<file path="src/rtl/ctrl_fsm.sv">
// Multi-cycle RV32I control unit: sequences FETCH/DECODE/EXEC/MEM/WB with req/gnt memory handshakes,
// traps on illegal opcodes or memory stalls, and counts retired instructions.
package ctrl_fsm_pkg;

    typedef enum logic [3:0] {
        ALU_ADD  = 4'd0,
        ALU_SUB  = 4'd1,
        ALU_SLL  = 4'd2,
        ALU_SLT  = 4'd3,
        ALU_SLTU = 4'd4,
        ALU_XOR  = 4'd5,
        ALU_SRL  = 4'd6,
        ALU_SRA  = 4'd7,
        ALU_OR   = 4'd8,
        ALU_AND  = 4'd9
    } aluop_sel_t;

    typedef enum logic [2:0] {
        S_FETCH  = 3'd0,
        S_DECODE = 3'd1,
        S_EXEC   = 3'd2,
        S_MEM    = 3'd3,
        S_WB     = 3'd4,
        S_TRAP   = 3'd5
    } state_t;

    localparam logic [6:0] OPC_OP     = 7'b0110011;
    localparam logic [6:0] OPC_OP_IMM = 7'b0010011;
    localparam logic [6:0] OPC_LOAD   = 7'b0000011;
    localparam logic [6:0] OPC_STORE  = 7'b0100011;
    localparam logic [6:0] OPC_BRANCH = 7'b1100011;
    localparam logic [6:0] OPC_JAL    = 7'b1101111;
    localparam logic [6:0] OPC_LUI    = 7'b0110111;

    localparam logic [2:0] IMM_I = 3'd0;
    localparam logic [2:0] IMM_S = 3'd1;
    localparam logic [2:0] IMM_B = 3'd2;
    localparam logic [2:0] IMM_U = 3'd3;
    localparam logic [2:0] IMM_J = 3'd4;

    localparam logic [1:0] WB_ALU = 2'd0;
    localparam logic [1:0] WB_MEM = 2'd1;
    localparam logic [1:0] WB_PC4 = 2'd2;
    localparam logic [1:0] WB_IMM = 2'd3;

    localparam logic [1:0] CAUSE_NONE    = 2'd0;
    localparam logic [1:0] CAUSE_ILLEGAL = 2'd1;
    localparam logic [1:0] CAUSE_IMEM_TO = 2'd2;
    localparam logic [1:0] CAUSE_DMEM_TO = 2'd3;

endpackage

// Handshake: a request (imem_req/dmem_req) stays high every cycle until the matching gnt is seen
// high in the same cycle; gnt without a request is ignored. instr and load data are valid with gnt.
module ctrl_fsm
    import ctrl_fsm_pkg::*;
#(
    parameter int CNT_WIDTH   = 32,
    parameter int TIMEOUT_CYC = 16
) (
    input  logic                 clk,
    input  logic                 rst,
    input  logic [31:0]          instr,
    input  logic                 alu_zero,
    input  logic                 imem_gnt,
    input  logic                 dmem_gnt,
    output logic                 imem_req,
    output logic                 dmem_req,
    output logic                 mem_wen,
    output logic                 ir_wen,
    output logic                 pc_wen,
    output logic                 pc_src,
    output aluop_sel_t           alu_sel,
    output logic                 alu_src,
    output logic [2:0]           imm_src,
    output logic                 reg_wen,
    output logic [1:0]           reg_wdata_src,
    output logic                 halted,
    output logic [1:0]           trap_cause,
    output logic [CNT_WIDTH-1:0] instret
);

    localparam int WAIT_W = $clog2(TIMEOUT_CYC + 1);
    localparam logic [WAIT_W-1:0] WAIT_LIM = WAIT_W'(TIMEOUT_CYC - 1);

    state_t               state;
    state_t               state_nx;
    logic [WAIT_W-1:0]    wait_cnt;
    logic [WAIT_W-1:0]    wait_nx;
    logic [1:0]           cause_q;
    logic [1:0]           cause_nx;
    logic [CNT_WIDTH-1:0] cnt_q;
    logic                 retire;
    logic                 fetch_take;

    // Only the fields the control path needs are kept from the fetched word.
    logic [6:0]           opcode;
    logic [2:0]           funct3;
    logic                 funct7_alt;

    logic                 unused_instr_bits;
    assign unused_instr_bits = ^{instr[31], instr[29:15], instr[11:7]};

    logic       is_load;
    logic       is_store;
    logic       is_branch;
    logic       is_jal;
    logic       legal;
    aluop_sel_t dec_alu;
    logic       dec_alu_src;
    logic [2:0] dec_imm;
    logic [1:0] dec_wsrc;

    function automatic aluop_sel_t alu_from_funct(input logic [2:0] f3, input logic alt,
                                                  input logic reg_form);
        aluop_sel_t op;
        case (f3)
            3'd0:    op = (alt && reg_form) ? ALU_SUB : ALU_ADD;
            3'd1:    op = ALU_SLL;
            3'd2:    op = ALU_SLT;
            3'd3:    op = ALU_SLTU;
            3'd4:    op = ALU_XOR;
            3'd5:    op = alt ? ALU_SRA : ALU_SRL;
            3'd6:    op = ALU_OR;
            default: op = ALU_AND;
        endcase
        return op;
    endfunction

    assign is_load   = (opcode == OPC_LOAD);
    assign is_store  = (opcode == OPC_STORE);
    assign is_branch = (opcode == OPC_BRANCH);
    assign is_jal    = (opcode == OPC_JAL);

    always_comb begin
        dec_alu     = ALU_ADD;
        dec_alu_src = 1'b0;
        dec_imm     = IMM_I;
        dec_wsrc    = WB_ALU;
        legal       = 1'b1;
        case (opcode)
            OPC_OP:     dec_alu = alu_from_funct(funct3, funct7_alt, 1'b1);
            OPC_OP_IMM: begin
                dec_alu     = alu_from_funct(funct3, funct7_alt, 1'b0);
                dec_alu_src = 1'b1;
            end
            OPC_LOAD: begin
                dec_alu_src = 1'b1;
                dec_wsrc    = WB_MEM;
            end
            OPC_STORE: begin
                dec_alu_src = 1'b1;
                dec_imm     = IMM_S;
            end
            OPC_BRANCH: begin
                dec_alu = ALU_SUB;
                dec_imm = IMM_B;
                legal   = (funct3[2:1] == 2'b00);
            end
            OPC_JAL: begin
                dec_imm  = IMM_J;
                dec_wsrc = WB_PC4;
            end
            OPC_LUI: begin
                dec_imm  = IMM_U;
                dec_wsrc = WB_IMM;
            end
            default:    legal = 1'b0;
        endcase
    end

    assign fetch_take = (state == S_FETCH) && imem_gnt;

    always_ff @(posedge clk) begin
        if (rst) begin
            state      <= S_FETCH;
            wait_cnt   <= '0;
            cause_q    <= CAUSE_NONE;
            cnt_q      <= '0;
            opcode     <= '0;
            funct3     <= '0;
            funct7_alt <= 1'b0;
        end else begin
            state    <= state_nx;
            wait_cnt <= wait_nx;
            cause_q  <= cause_nx;
            if (retire) begin
                cnt_q <= cnt_q + 1'b1;
            end
            if (fetch_take) begin
                opcode     <= instr[6:0];
                funct3     <= instr[14:12];
                funct7_alt <= instr[30];
            end
        end
    end

    always_comb begin
        state_nx      = state;
        wait_nx       = '0;
        cause_nx      = cause_q;
        retire        = 1'b0;
        imem_req      = 1'b0;
        dmem_req      = 1'b0;
        mem_wen       = 1'b0;
        ir_wen        = 1'b0;
        pc_wen        = 1'b0;
        pc_src        = 1'b0;
        alu_sel       = ALU_ADD;
        alu_src       = 1'b0;
        imm_src       = IMM_I;
        reg_wen       = 1'b0;
        reg_wdata_src = WB_ALU;
        halted        = 1'b0;
        trap_cause    = cause_q;

        // Decoded datapath controls stay stable for the whole life of the instruction.
        if (state inside {S_DECODE, S_EXEC, S_MEM, S_WB}) begin
            alu_sel       = dec_alu;
            alu_src       = dec_alu_src;
            imm_src       = dec_imm;
            reg_wdata_src = dec_wsrc;
        end

        unique case (state)
            S_FETCH: begin
                imem_req = 1'b1;
                if (imem_gnt) begin
                    ir_wen   = 1'b1;
                    state_nx = S_DECODE;
                end else if (wait_cnt == WAIT_LIM) begin
                    state_nx = S_TRAP;
                    cause_nx = CAUSE_IMEM_TO;
                end else begin
                    wait_nx = wait_cnt + 1'b1;
                end
            end
            S_DECODE: begin
                if (legal) begin
                    state_nx = S_EXEC;
                end else begin
                    state_nx = S_TRAP;
                    cause_nx = CAUSE_ILLEGAL;
                end
            end
            S_EXEC: begin
                if (is_branch) begin
                    pc_wen   = 1'b1;
                    pc_src   = funct3[0] ? !alu_zero : alu_zero;
                    retire   = 1'b1;
                    state_nx = S_FETCH;
                end else if (is_load || is_store) begin
                    state_nx = S_MEM;
                end else begin
                    state_nx = S_WB;
                end
            end
            S_MEM: begin
                dmem_req = 1'b1;
                mem_wen  = is_store;
                if (dmem_gnt) begin
                    if (is_store) begin
                        pc_wen   = 1'b1;
                        retire   = 1'b1;
                        state_nx = S_FETCH;
                    end else begin
                        state_nx = S_WB;
                    end
                end else if (wait_cnt == WAIT_LIM) begin
                    state_nx = S_TRAP;
                    cause_nx = CAUSE_DMEM_TO;
                end else begin
                    wait_nx = wait_cnt + 1'b1;
                end
            end
            S_WB: begin
                reg_wen  = 1'b1;
                pc_wen   = 1'b1;
                pc_src   = is_jal;
                retire   = 1'b1;
                state_nx = S_FETCH;
            end
            S_TRAP: begin
                halted = 1'b1;
            end
            default: begin
                state_nx = S_FETCH;
            end
        endcase

        if (rst) begin
            imem_req      = 1'b0;
            dmem_req      = 1'b0;
            mem_wen       = 1'b0;
            ir_wen        = 1'b0;
            pc_wen        = 1'b0;
            pc_src        = 1'b0;
            alu_sel       = ALU_ADD;
            alu_src       = 1'b0;
            imm_src       = IMM_I;
            reg_wen       = 1'b0;
            reg_wdata_src = WB_ALU;
            halted        = 1'b0;
            trap_cause    = CAUSE_NONE;
        end
    end

    assign instret = rst ? '0 : cnt_q;

endmodule

</file>
<file path="config.mk">
export PLATFORM = sky130hd
export DESIGN_NAME = ctrl_fsm
export DESIGN_NICKNAME = d
export VERILOG_FILES = /design/src/rtl/ctrl_fsm.sv
export SDC_FILE = /design/constraint.sdc
export NUM_CORES = 1
export LEC_CHECK = 0
export ABC_AREA = 0
export BUFFER_PORTS_ARGS = -buffer_cell sky130_fd_sc_hd__buf_2
export CORE_UTILIZATION = 40
export CTS_CLUSTER_SIZE = 25
export DETAILED_ROUTE_END_ITERATION = 7
export PLACE_DENSITY = 0.68
export SYNTH_ARGS = -nofsm -noshare
export SYNTH_HDL_FRONTEND = slang
export SYNTH_SLANG_ARGS = --single-unit
</file>
<file path="constraint.sdc">
create_clock -name clk -period 5.4 [get_ports clk]
set_clock_uncertainty 0.15 [all_clocks]
set_input_delay 0.54 -clock clk [delete_from_list [all_inputs] [get_ports clk]]
set_output_delay 0.54 -clock clk [all_outputs]
set_load 0.1 [all_outputs]
</file>
==> impl_metrics.csv <==
group,metric,value,unit
cts,clk_pin_slew,100,ps
hold_path,min_path_type,"reg2reg",
floorplanning,fp-row-count,31,
timing,setup-tns-final,0,ps
synthesis,synth.distinct_cells,55,
cells_and_area,final_net_count,490,
synthesis,postSynthNetCount,441,
cells_and_area,fillCellCount,724,
worst_setup_path,endpoint_kind,"primary output",
worst_setup_path,crit_type,"reg2out",
cells_and_area,antennaDiodeCount,0,
cts,cts.sinks,53,
cells_and_area,areaGrowthSynthToFinish,14.6,%
placed_design,hpwl,4990,um
placed_design,gp_congestion,0.849,
timing,clock.fmax,274,MHz
timing,rsz0062_at_grt,"no",
placed_design,place_ws,2070,ps
job,maxCapViolations,0,
worst_setup_path,crit_path_frequent_cell,"or3_1",
timing,slew_violations,0,
cts,ctsHoldBuffers,0,
timing,finalHoldViolations,0,
cts,cts_buffers,5,
drt,drtAntennaViolNets,0,
floorplanning,start_util,0.420,
worst_setup_path,r2r_cells,5,
timing,slew_headroom,0.398,
floorplanning,die_y,89.7,um
hold_path,worstHoldPathCells,1,
drt,routed.top_layer,"met4",
timing,tightest_slew,903,ps
timing,finalSetupViolations,0,
synthesis,syn_avg_cell_area,7.66,um2
drt,dr_wl_met2,3140,um
synthesis,ys.flop_type,"dfxtp_1",
floorplanning,io_pins,89,
floorplanning,dieArea,8050,um2
global_route,grt_pass1_vias,2606,
drt,detail_route.wirelength.met1,3530,um
cts,htree_levels,2,
worst_setup_path,cp-start-kind,"register",
drt,wl,7110,um
cells_and_area,final_layout_size_suffix_gt1_frac,0.217,
power_and_ir_drop,max-vdd-ir-drop,0.0824,mV
drt,via_per_inst,5.33,
drt,wl_per_cell,12.9,um
cells_and_area,final_cells,551,
timing,min_period,3660,ps
synthesis,ys_seq_elements,53,
outcome,outcome,"finished clean",
worst_setup_path,cp.required,4710,ps
timing,finalWorstSetupSlack,1740,ps
global_route,grt_usage,0.176,
drt,drc,0,
synthesis,synth_edf_count,0,
worst_setup_path,crit_path_cell_trace,"nor3_1 > or3b_1 > or3_1 > or3_1 > a21oi_1 > buf_2",
cts,cts_tree,"built",
drt,drt_iter0_markers,106,
synthesis,seq_area_frac_synth,0.345,
drt,num_vias,2935,
worst_setup_path,slowest_stage,"dfxtp_1",
global_route,grt_max_degree,90,
global_route,grt_overflow,0,
drt,first_pass_iters,4,
worst_setup_path,cp_slowest_stage_delay,630,ps
cts,clock_path_buffers,2,
worst_setup_path,critPathMaxFanout,16,
cts,cts_root_buf,"clkbuf_8",
worst_setup_path,crit_arrival,2970,ps
synthesis,syn_area,3080,um2
synthesis,async_flop_share,0,
power_and_ir_drop,leakage,1.40,nW
power_and_ir_drop,power.density,216,nW/um2
cts,cts_setup_buffers,0,
cts,clk_latency,310,ps
global_route,antenna_found_initial,0,
power_and_ir_drop,finalPower,0.761,mW
drt,route.met3.wl,355,um
synthesis,netlist_instances,402,
placed_design,place_inst,543,
cts,cts_resized,0,
global_route,grt_pass1_wl,12000,um
floorplanning,core,7330,um2
placed_design,port_buffers,67,
synthesis,ys_warn_count,0,
timing,fin_crit_sh,0.677,
floorplanning,fp.dieW,89.7,um
==> cells in the final DEF (no fill, tap or decap), types with 3 or more instances in the layout <==
master,n
buf_2,67
dfxtp_1,53
nand2_1,46
nor2_1,39
nor2b_1,34
a21oi_1,30
o21ai_0,24
nand3_1,16
nor3_1,15
or4_1,12
mux2_2,12
inv_1,11
or3_1,8
nand4_1,8
and3_1,6
nor3b_1,6
o31ai_1,6
clkbuf_8,5
xnor2_1,4
nor4_1,3
and2_1,3
or2_2,3
nand4b_1,3
==> state kept, by name, summed over array words and instances, names as in the netlist <==
name,flops
cnt_q,32
opcode,7
wait_cnt,5
funct3,3
state,3
cause_q,2
funct7_alt,1
==> cell usage after synthesis, drive strengths merged, types with 2 or more instances <==
cell | n | area (um2)
nor3b | 6 | 45.0
or4 | 12 | 90.1
or2 | 3 | 18.8
nor2b | 34 | 213
a21oi | 30 | 150
nand4 | 9 | 71.3
nand3b | 2 | 15.0
o31ai | 6 | 45.0
o31a | 2 | 17.5
nor2 | 39 | 146
nor3 | 15 | 75.1
or3b | 2 | 17.5
inv | 11 | 41.3
dfxtp | 53 | 1060
xnor2 | 4 | 35.0
nand4b | 3 | 26.3
a41oi | 2 | 25.0
nor4 | 4 | 40.0
xor2 | 2 | 17.5
and3 | 6 | 37.5
and2 | 3 | 18.8
mux2 | 12 | 135
clkbuf | 17 | 63.8
nand2 | 47 | 179
ha | 2 | 25.0
nand3 | 16 | 80.1
buf | 9 | 50.1
or3 | 8 | 50.1
o21ai | 25 | 125
and4b | 2 | 20.0
==> layer usage <==
metal / GRT usage / vias up
met5: 0 / -
met4: 0.0478 / 0
met3: 0.0415 / 11
met2: 0.279 / 67
met1: 0.238 / 1335
li1: - / 1522
==> stage by stage <==
stage	area [um2]	util	hold WS (ps)
after floorplan	3080	-	267
after global placement	3440	0.469	284
after detailed placement	3440	0.469	293
after CTS	3530	0.481	302
after global routing	3530	0.481	305
final	3530	0.481	300
==> worst max-delay path: cells and delay by family, from the launching register on <==
kind	cells	cell delay (ps)
buf+inv	1	440
compound gates	1	120
flops	1	630
simple gates	4	1470
==> area by class of cell <==
class	count	area [um2]	share of cell area
Inverter	11	41.3	0.0117
Timing Repair Buffer	68	343	0.0972
Clock inverter	3	21.3	0.00603
Sequential cell	53	1060	0.301
Tap cell	99	124	0.0351
Multi-Input combinational cell	312	1870	0.530
Clock buffer	5	68.8	0.0195
==> power by group <==
group | internal (mW) | switching (mW) | leakage, nW
Clock | 0.0924 | 0.139 | 0.0445
Combinational | 0.0311 | 0.0749 | 0.926
Sequential | 0.402 | 0.0206 | 0.429
Total | 0.526 | 0.235 | 1.40
==> cells by family after synthesis <==
family          share of synthesized area
buf+inv                            0.0504
xor+xnor                           0.0171
compound gates                      0.146
flops                               0.345
mux                                0.0472
fa+ha+maj                         0.00813
simple gates                        0.387
==> final timing paths <==
kind,from,endpoint,slack [ps]
setup / recovery,state[0],alu_sel[2],1740
hold / removal,wait_cnt[0],wait_cnt[0],300
setup reg to reg,state[1],cnt_q[13],2740
hold reg to reg,wait_cnt[0],wait_cnt[0],300
No activity file was read; power rests on OpenSTA's default activity.
